### src/rtl/xy2_100_pkg.sv
// Shared XY2-100 framing constants and the parity helper used by both the
// transmitter and the scanner feedback receiver.
package xy2_100_pkg;

    localparam int unsigned FRAME_BITS         = 20;
    localparam logic [2:0]  CTRL_BITS          = 3'b001;
    localparam int unsigned DEFAULT_BIT_PERIOD = 20;

    localparam logic [0:0]  ST_IDLE = 1'b0;
    localparam logic [0:0]  ST_SEND = 1'b1;

    // Odd parity over the 16 data bits: the frame's parity bit.
    function automatic logic xy2_parity(input logic [15:0] d);
        return 1'b1 ^ (^d);
    endfunction

endpackage

### src/rtl/xy2_100_frame_ser.sv
// One XY2-100 channel: a 20-bit frame shift register, b0 at the MSB.
// Shifting in zeros means one extra shift after the parity bit drives the line low.
module xy2_100_frame_ser
    import xy2_100_pkg::*;
(
    input  logic        clk_i,
    input  logic        rst_n_i,
    input  logic        load_i,
    input  logic        shift_i,
    input  logic [15:0] data_i,
    output logic        bit_o
);

    logic [FRAME_BITS-1:0] sr_q;
    logic [FRAME_BITS-1:0] sr_d;

    // Next frame contents: fresh load, shift toward the MSB, or hold.
    always_comb begin
        sr_d = sr_q;
        if (load_i) begin
            sr_d = {CTRL_BITS, data_i, xy2_parity(data_i)};
        end else if (shift_i) begin
            sr_d = {sr_q[FRAME_BITS-2:0], 1'b0};
        end else begin
            sr_d = sr_q;
        end
    end

    // Shift register state.
    always_ff @(posedge clk_i) begin
        if (!rst_n_i) begin
            sr_q <= '0;
        end else begin
            sr_q <= sr_d;
        end
    end

    assign bit_o = sr_q[FRAME_BITS-1];

endmodule

### src/rtl/xy2_100_tx.sv
// XY2-100 command transmitter: valid/ready X/Y commands with a one-deep holding
// register, serialized as back-to-back frames on CLOCK/SYNC/X/Y.
module xy2_100_tx
    import xy2_100_pkg::*;
#(
    parameter int unsigned BIT_PERIOD = DEFAULT_BIT_PERIOD,
    parameter int unsigned REPEAT     = 1
) (
    input  logic        clk,
    input  logic        rst_n,
    input  logic        cmd_valid,
    output logic        cmd_ready,
    input  logic [15:0] cmd_x,
    input  logic [15:0] cmd_y,
    output logic        xy2_clk,
    output logic        xy2_sync,
    output logic        xy2_x,
    output logic        xy2_y,
    output logic        busy,
    output logic        frame_done
);

    localparam int unsigned PW       = (BIT_PERIOD > 1) ? $clog2(BIT_PERIOD) : 1;
    localparam logic [PW-1:0] PER_LAST = PW'(BIT_PERIOD - 1);
    localparam logic [PW-1:0] PER_HALF = PW'(BIT_PERIOD / 2);
    localparam logic [4:0]    BIT_LAST = 5'(FRAME_BITS - 1);

    logic [0:0]    state_q,  state_d;
    logic [PW-1:0] period_q, period_d;
    logic [4:0]    bit_q,    bit_d;
    logic          hold_full_q, hold_full_d;
    logic [15:0]   hold_x_q, hold_x_d, hold_y_q, hold_y_d;
    logic [15:0]   last_x_q, last_x_d, last_y_q, last_y_d;
    logic          cmd_ready_q, clk_q, sync_q, busy_q, done_q;

    logic          accept_s, bit_end_s, frame_end_s, load_s, shift_s;
    logic [15:0]   load_x_s, load_y_s;

    assign accept_s    = cmd_valid && cmd_ready_q;
    assign bit_end_s   = (state_q == ST_SEND) && (period_q == PER_LAST);
    assign frame_end_s = bit_end_s && (bit_q == BIT_LAST);

    // Frame sequencing, holding register and the frame-end priority chain.
    always_comb begin
        state_d     = state_q;
        period_d    = period_q;
        bit_d       = bit_q;
        hold_full_d = hold_full_q;
        hold_x_d    = hold_x_q;
        hold_y_d    = hold_y_q;
        load_s      = 1'b0;
        shift_s     = 1'b0;
        load_x_s    = cmd_x;
        load_y_s    = cmd_y;
        case (state_q)
            ST_IDLE: begin
                if (accept_s) begin
                    state_d  = ST_SEND;
                    period_d = '0;
                    bit_d    = 5'd0;
                    load_s   = 1'b1;
                end else begin
                    state_d  = ST_IDLE;
                end
            end
            ST_SEND: begin
                if (!frame_end_s) begin
                    if (bit_end_s) begin
                        period_d = '0;
                        bit_d    = bit_q + 5'd1;
                        shift_s  = 1'b1;
                    end else begin
                        period_d = period_q + PW'(1);
                    end
                    if (accept_s) begin
                        hold_full_d = 1'b1;
                        hold_x_d    = cmd_x;
                        hold_y_d    = cmd_y;
                    end else begin
                        hold_full_d = hold_full_q;
                    end
                end else begin
                    period_d = '0;
                    bit_d    = 5'd0;
                    // A full holding register keeps cmd_ready low, so accept_s
                    // can only be the bypass case here.
                    if (hold_full_q) begin
                        load_s      = 1'b1;
                        load_x_s    = hold_x_q;
                        load_y_s    = hold_y_q;
                        hold_full_d = 1'b0;
                    end else if (accept_s) begin
                        load_s      = 1'b1;
                    end else if (REPEAT != 0) begin
                        load_s      = 1'b1;
                        load_x_s    = last_x_q;
                        load_y_s    = last_y_q;
                    end else begin
                        state_d     = ST_IDLE;
                        shift_s     = 1'b1;
                    end
                end
            end
            default: begin
                state_d = ST_IDLE;
            end
        endcase
        last_x_d = load_s ? load_x_s : last_x_q;
        last_y_d = load_s ? load_y_s : last_y_q;
    end

    // Sequencer state plus registered line levels derived from next-state counters.
    always_ff @(posedge clk) begin
        if (!rst_n) begin
            state_q     <= ST_IDLE;
            period_q    <= '0;
            bit_q       <= 5'd0;
            hold_full_q <= 1'b0;
            hold_x_q    <= 16'h0000;
            hold_y_q    <= 16'h0000;
            last_x_q    <= 16'h0000;
            last_y_q    <= 16'h0000;
            cmd_ready_q <= 1'b1;
            clk_q       <= 1'b0;
            sync_q      <= 1'b0;
            busy_q      <= 1'b0;
            done_q      <= 1'b0;
        end else begin
            state_q     <= state_d;
            period_q    <= period_d;
            bit_q       <= bit_d;
            hold_full_q <= hold_full_d;
            hold_x_q    <= hold_x_d;
            hold_y_q    <= hold_y_d;
            last_x_q    <= last_x_d;
            last_y_q    <= last_y_d;
            cmd_ready_q <= !hold_full_d;
            clk_q       <= (state_d == ST_SEND) && (period_d < PER_HALF);
            sync_q      <= (state_d == ST_SEND) && (bit_d != BIT_LAST);
            busy_q      <= (state_d == ST_SEND);
            done_q      <= (state_d == ST_SEND) && (period_d == PER_LAST) && (bit_d == BIT_LAST);
        end
    end

    xy2_100_frame_ser u_ser_x (
        .clk_i   (clk),
        .rst_n_i (rst_n),
        .load_i  (load_s),
        .shift_i (shift_s),
        .data_i  (load_x_s),
        .bit_o   (xy2_x)
    );

    xy2_100_frame_ser u_ser_y (
        .clk_i   (clk),
        .rst_n_i (rst_n),
        .load_i  (load_s),
        .shift_i (shift_s),
        .data_i  (load_y_s),
        .bit_o   (xy2_y)
    );

    assign cmd_ready  = cmd_ready_q;
    assign xy2_clk    = clk_q;
    assign xy2_sync   = sync_q;
    assign busy       = busy_q;
    assign frame_done = done_q;

endmodule

### config.mk
export PLATFORM = sky130hd
export DESIGN_NAME = xy2_100_tx
export DESIGN_NICKNAME = d
export VERILOG_FILES = /design/src/rtl/xy2_100_pkg.sv /design/src/rtl/xy2_100_frame_ser.sv /design/src/rtl/xy2_100_tx.sv
export SDC_FILE = /design/constraint.sdc
export NUM_CORES = 1
export LEC_CHECK = 0
export CORE_MARGIN = 2
export CORE_UTILIZATION = 48
export CTS_BUF_LIST = sky130_fd_sc_hd__clkbuf_4 sky130_fd_sc_hd__clkbuf_8 sky130_fd_sc_hd__clkbuf_16
export DETAILED_ROUTE_END_ITERATION = 10
export GPL_TIMING_DRIVEN = 1
export PLACE_DENSITY = 0.79
export SYNTH_ARGS = -nofsm -noshare
export SYNTH_HDL_FRONTEND = slang
export SYNTH_SLANG_ARGS = --single-unit
### constraint.sdc
create_clock -name clk -period 2.29 [get_ports clk]
set_input_delay 0.458 -clock clk [delete_from_list [all_inputs] [get_ports clk]]
set_output_delay 0.458 -clock clk [all_outputs]
set_load 0.1 [all_outputs]
# [Word level (Yosys, flattened, before mapping)]
# Index checks and enable logic that the tools add are counted.
[totals] romBits=0 n_memories=0 in_bits=35 reg_bits=120 latchBits=0 ram_bits=0 wordCells=72
[op_classes] eq_ne=5 n_shift=0 n_lt_le_gt_ge=1 mul=0 div_mod_pow=0 reduce_logical=13 mux=30 n_bitwise=5 addsub=2
[op_table] op="$mux 16" count=8
[op_table] op="$mux 18" count=4
[op_table] op="$reduce_xor 16->1" count=2
[op_table] op="$mux 5" count=6
[op_table] op="$eq 5x5->1 const B" count=4
[op_table] op="$pmux 5 s2" count=2
[op_table] op="$add 5x1->5 const B" count=2
[op_table] op="$mux 1" count=8
[op_table] op="$logic_and 1x1->1" count=7
[op_table] op="$lt 5x4->1 const B" count=1
[op_table] op="$ne 5x5->1 const B" count=1
[op_table] op="$not 1->1" count=5
[op_table] op="$pmux 1 s2" count=2
[op_table] op="$reduce_and 3->1" count=1
[op_table] op="$reduce_bool 2->1" count=1
[op_table] op="$reduce_or 2->1" count=1
[op_table] op="$logic_not 1->1" count=1

# [Logic depth before layout (Yosys ltp)]
[logic_depth] depth_word=8 mapped_depth=11 ltp_nobuf=9

# [By module]
# A second synthesis with hierarchy kept.
[unflattened] hier_cells=723 hier_area_um2=5903.2
[modules_own_cells] module="xy2_100_tx" n_inst=1 area_each_um2=3843.7 cells_per_inst=491
[modules_own_cells] module="xy2_100_frame_ser" n_inst=2 area_each_um2=1029.7 cells_per_inst=116

# [Worst setup path after synthesis]
# No wires, ideal clock.
[synth_path] path_kind="reg2reg" start="reg cmd_ready_q, in the netlist cmd_ready" end="reg u_ser_x.sr_q[1]" n_path_buf=3 path_slack_ns=-0.526 arrival_time_ns=2.692 required_time_ns=2.167 stages_incl_launch_ff=9 period_less_slack_ns=2.816 cell_sequence="dfxtp_1 buf_2 clkbuf_1 nand2_1 o21ai_0 nor2_1 clkbuf_1 a221oi_1 nor2b_1"
[synth_between] elab_chain_len=6 elab_cells_between_ends=9 classes_between="7 x mux; 2 x reduce/logical"
[synth_rtl] item="from (decl)" line_no="xy2_100_tx.sv:34" rtl="logic cmd_ready_q, clk_q, sync_q, busy_q, done_q;"
[synth_rtl] item="from (signal assigned)" line_no="xy2_100_tx.sv:137" rtl="cmd_ready_q <= !hold_full_d;"
[synth_rtl] item="$logic_and 1x1->1 (*)" line_no="xy2_100_tx.sv:39" rtl="assign accept_s = cmd_valid && cmd_ready_q;"
[synth_rtl] item="$mux 16" line_no="xy2_100_tx.sv:92" rtl="end else if (accept_s) begin"
[synth_rtl] item="$mux 16" line_no="xy2_100_tx.sv:87" rtl="if (hold_full_q) begin"
[synth_rtl] item="$mux 16" line_no="xy2_100_tx.sv:67" rtl="if (!frame_end_s) begin"
[synth_rtl] item="$mux 16" line_no="xy2_100_tx.sv:55" rtl="case (state_q)"
[synth_rtl] item="$mux 18" line_no="xy2_100_frame_ser.sv:20" rtl="if (load_i) begin"
[synth_rtl] item="to (signal assigned)" line_no="xy2_100_frame_ser.sv:34" rtl="sr_q <= sr_d;"
[synth_rtl] item="to (decl)" line_no="xy2_100_frame_ser.sv:14" rtl="logic [FRAME_BITS-1:0] sr_q;"
# Every way passes the cells marked *; elsewhere a longest branch is shown, timed or not.
# A chain may end at the register's enable or synchronous reset.

# [Final worst setup path]
[layout_path] start="reg period_q[1]" end="reg u_ser_y.sr_q[9]"
[layout_between] elab_chain_len=6 elab_cells_between_ends=12 classes_between="1 x eq/ne; 8 x mux; 3 x reduce/logical"
[layout_rtl] item="from (decl)" line_no="xy2_100_tx.sv:29" rtl="logic [PW-1:0] period_q, period_d;"
[layout_rtl] item="from (signal assigned)" line_no="xy2_100_tx.sv:130" rtl="period_q <= period_d;"
[layout_rtl] item="$eq 5x5->1 (*)" line_no="xy2_100_tx.sv:40" rtl="assign bit_end_s = (state_q == ST_SEND) && (period_q == PER_LAST);"
[layout_rtl] item="$logic_and 1x1->1 (*)" line_no="xy2_100_tx.sv:40"
[layout_rtl] item="$logic_and 1x1->1 or $mux 1 (tied branches)" line_no="xy2_100_tx.sv:41, xy2_100_tx.sv:68"
[layout_rtl] item="$mux 1 or $mux 16 (tied branches)" line_no="xy2_100_tx.sv:67"
[layout_rtl] item="$pmux 1 s2, or another cell as far along" line_no="xy2_100_tx.sv:55"
[layout_rtl] item="$mux 18 or $reduce_bool 2->1 (tied branches)"
[layout_rtl] item="to (signal assigned)" line_no="xy2_100_frame_ser.sv:34"
[layout_rtl] item="to (decl)" line_no="xy2_100_frame_ser.sv:14"
# Marked as above.

==> reports/metrics.yaml <==
start_util_pct: 48.8
clk_latency_ns: 0.42
nNetsFinal: 901
worstMarginPinSlew_ns: 0.595
fin_setup_tns_ns: 0
maxCapViolations: 0
status: "complete, no violations"
cp-start-kind: "register"
whs_path_depth: 2
crit_chain: "ha_2, and4bb_4, buf_4, nand3_4, buf_4, o21ai_1, nor2_2, buf_12, a221oi_1, nor2b_1"
routed_wl_um: 16600
dieWidth_um: 120
antenna_found_initial: 0
setup_violations: 0
finalHoldWorstSlack_ns: 0.457
antenna_left: 0
r2r_end: "u_ser_y.sr_q[9]$_SDFFE_PN0P_"
portBuffers: 41
gp_congestion: 0.830
yosys-top-cells-area: "dfxtp_1 (37%), nor2b_1 (9.6%), mux2i_1 (6.6%)"
slowest_delay_ns: 0.33
holdPathEnd: "u_ser_y.sr_q[18]$_SDFFE_PP0P_"
syn2layout_area_growth_pct: 30.8
netlist_instances: 767
ys_seq_area_share_pct: 37.5
htreeDepth: 4
grt_pass1_wl_um: 26300
slew_viol_final: 0
min_from: "u_ser_y.sr_q[18]$_SDFFE_PP0P_"
synth.ff_latch_count: 120
drc_errors: 0
syn-num-nets: 804
grt_setup_unrepaired: "yes"
min_path_type: "register to register"
path_class: "register to register"
syn_avg_cell_area_um2: 8.36
cts_buffers: 17
min_period_over_period_pct: 97.0
yosysWarnings: 0
cts_tree: "yes"
synth_top_area_share_pct: 37.5
cp_max_fo: 16
max_freq_ghz: 0.450
end_kind: "register"
hold_violations: 0
ir_drop_mv: 0.548
crit_path_top_delay_cell: "dfxtp_1"
r2r-start: "period_q[1]$_SDFF_PN0_"
post-route-min-period_ns: 2.22
worstRegToRegCells: 10
grt_overflow: 0
slew_headroom_pct: 60.3
hpwl_um: 10200
cts_max_path_buffers: 2
path_clk_slew_ns: 0.05
synth.distinct_cells: 41
r2r_slack_ns: 0.07
hold_buffers: 0
viasPerCell: 5.66
firstDrtPassIters: 5
cpMostUsedCell: "buf_4"
die_h_um: 120
vias: 5946
drtIter0Drc: 453
synth_area_um2: 6410
diodes: 0
layout-drive-gt1-share_pct: 20.4
grt_pass1_vias: 5527
yosysTopAreaCell: "dfxtp_1"
cts_num_sinks: 120
finClkSkew_ns: 0.00928
dieArea_um2: 14300
grt_start_max_net_pins: 66
cp.required_ns: 2.58
p_leak_uw: 0.00331
num_rows: 42
power-per-cell-area_nw_per_um2: 707
cts_root_buf: "clkbuf_16"
wl_per_cell_um: 15.8
coreArea_um2: 13100
gr-usage-all-layers_pct: 22.8
critical_path_arrival_ns: 2.52
nFillCells: 1065
pin_count: 42
==> worst max-delay path by stage <==
| stage | start | to | depth (start not counted) |
|---|---|---|---|
| 4_1_cts | period_q[0]$_SDFF_PN0_ | frame_done$_SDFF_PN0_ | 11 |
| 3_3_place_gp | cmd_valid | u_ser_x.sr_q[0]$_SDFFE_PN0P_ | 9 |
| 6_report | period_q[1]$_SDFF_PN0_ | u_ser_y.sr_q[9]$_SDFFE_PN0P_ | 10 |
| 5_1_grt | bit_q[0]$_SDFF_PN0_ | u_ser_x.sr_q[0]$_SDFFE_PN0P_ | 9 |
| 3_5_place_dp | cmd_valid | u_ser_y.sr_q[0]$_SDFFE_PN0P_ | 9 |
| 2_1_floorplan | cmd_ready$_SDFF_PN1_ | u_ser_y.sr_q[0]$_SDFFE_PN0P_ | 11 |
==> metrics by stage <==
step	utilization, %	setup WS, ns	total power, uW	area [um2]	std cells
final	63.9	0.0680	5930	8390	1050
after global routing	63.9	-0.0230	6150	8390	1050
after CTS	61.9	0.0147	5920	8130	1040
after detailed placement	57.1	-0.341	3320	7500	1009
after global placement	57.1	-0.301	3300	7500	1009
after floorplan	-	0.0686	2990	6420	767
==> layout by cell type, fill, tap and decap left out, types with 24 or more instances in the layout <==
| master | count |
|---|---|
| clkdlybuf4s50_1 | 32 |
| xnor2_1 | 25 |
| dfxtp_1 | 115 |
| buf_4 | 90 |
| nor2b_1 | 98 |
| nand4b_1 | 32 |
| o311a_1 | 24 |
| a21oi_1 | 63 |
| mux2i_1 | 34 |
| nand2_1 | 71 |
| inv_1 | 38 |
| nor2_1 | 61 |
| a221oi_1 | 27 |
==> cell usage after synthesis (all sizes together) <==
cell type,number
nand4b,32
nand4,3
inv,38
and2,4
clkbuf,34
buf,29
nor4,2
a221oi,31
and4bb,2
mux2i,42
o21a,2
nor2b,98
a22o,1
ha,2
xor2,14
dfxtp,120
nor3,4
o311ai,8
a21boi,4
o311a,24
a21oi,64
nor2,63
o211ai,1
a211o,1
nand2,72
nand3,8
nand2b,2
and3,5
o22ai,1
o21ai,23
xnor2,31
a31oi,2
==> area by class of cell <==
| cell class | count | area (um2) | area share [%] |
|---|---|---|---|
| Clock buffer | 27 | 544 | 6.49 |
| Clock inverter | 2 | 35.0 | 0.417 |
| Timing Repair Buffer | 137 | 1240 | 14.8 |
| Multi-Input combinational cell | 550 | 3790 | 45.2 |
| Inverter | 38 | 143 | 1.70 |
| Sequential cell | 120 | 2410 | 28.7 |
| Tap cell | 176 | 220 | 2.62 |
==> metal layers <==
metal | vias up | part of all wire (%) | GRT usage, %
met3 | 34 | 6.3 | 5.28
met5 | - | 0 | 0
met4 | 0 | 2.3 | 8.75
li1 | 2883 | - | -
met2 | 189 | 47 | 37.0
met1 | 2840 | 44 | 29.5
==> sequential cells by signal, summed over array words and instances (netlist names) <==
register	cells
bit_q	5
busy	1
cmd_ready	1
frame_done	1
hold_full_q	1
hold_x_q	16
hold_y_q	16
last_x_q	16
last_y_q	16
period_q	5
u_ser_x.sr_q	20
u_ser_y.sr_q	20
xy2_clk	1
xy2_sync	1
==> what timing repair did <==
action / CTS / global route
setup buffers: 0 / 7
pin swaps: 3 / 12
gates resized for setup: 7 / 34
endpoints found under the setup margin: 7 / 27
cloned: 2 / 3
==> kinds of logic after synthesis <==
group           share of synthesized area [%]
compound gates                           17.4
xor+xnor                                 6.26
fa+ha+maj                               0.390
buf+inv                                  7.02
flops                                    37.5
mux                                      6.55
simple gates                             25.0
==> critical path, delay by kind of cell, from the launching register on <==
kind                       cells  cell delay, ns
AOI/OAI and AO/OA              2            0.40
and+or+nand+nor                4            0.64
DFF                            1            0.33
buffers and inverters          3            0.50
adders and majority gates      1            0.21
==> where the power goes <==
part	switching (uW)	internal, uW	total (uW)
Clock	874	1710	2580
Sequential	73.4	2210	2280
Combinational	554	514	1070
Total	1500	4430	5930
(Power assumes the default switching activity.)
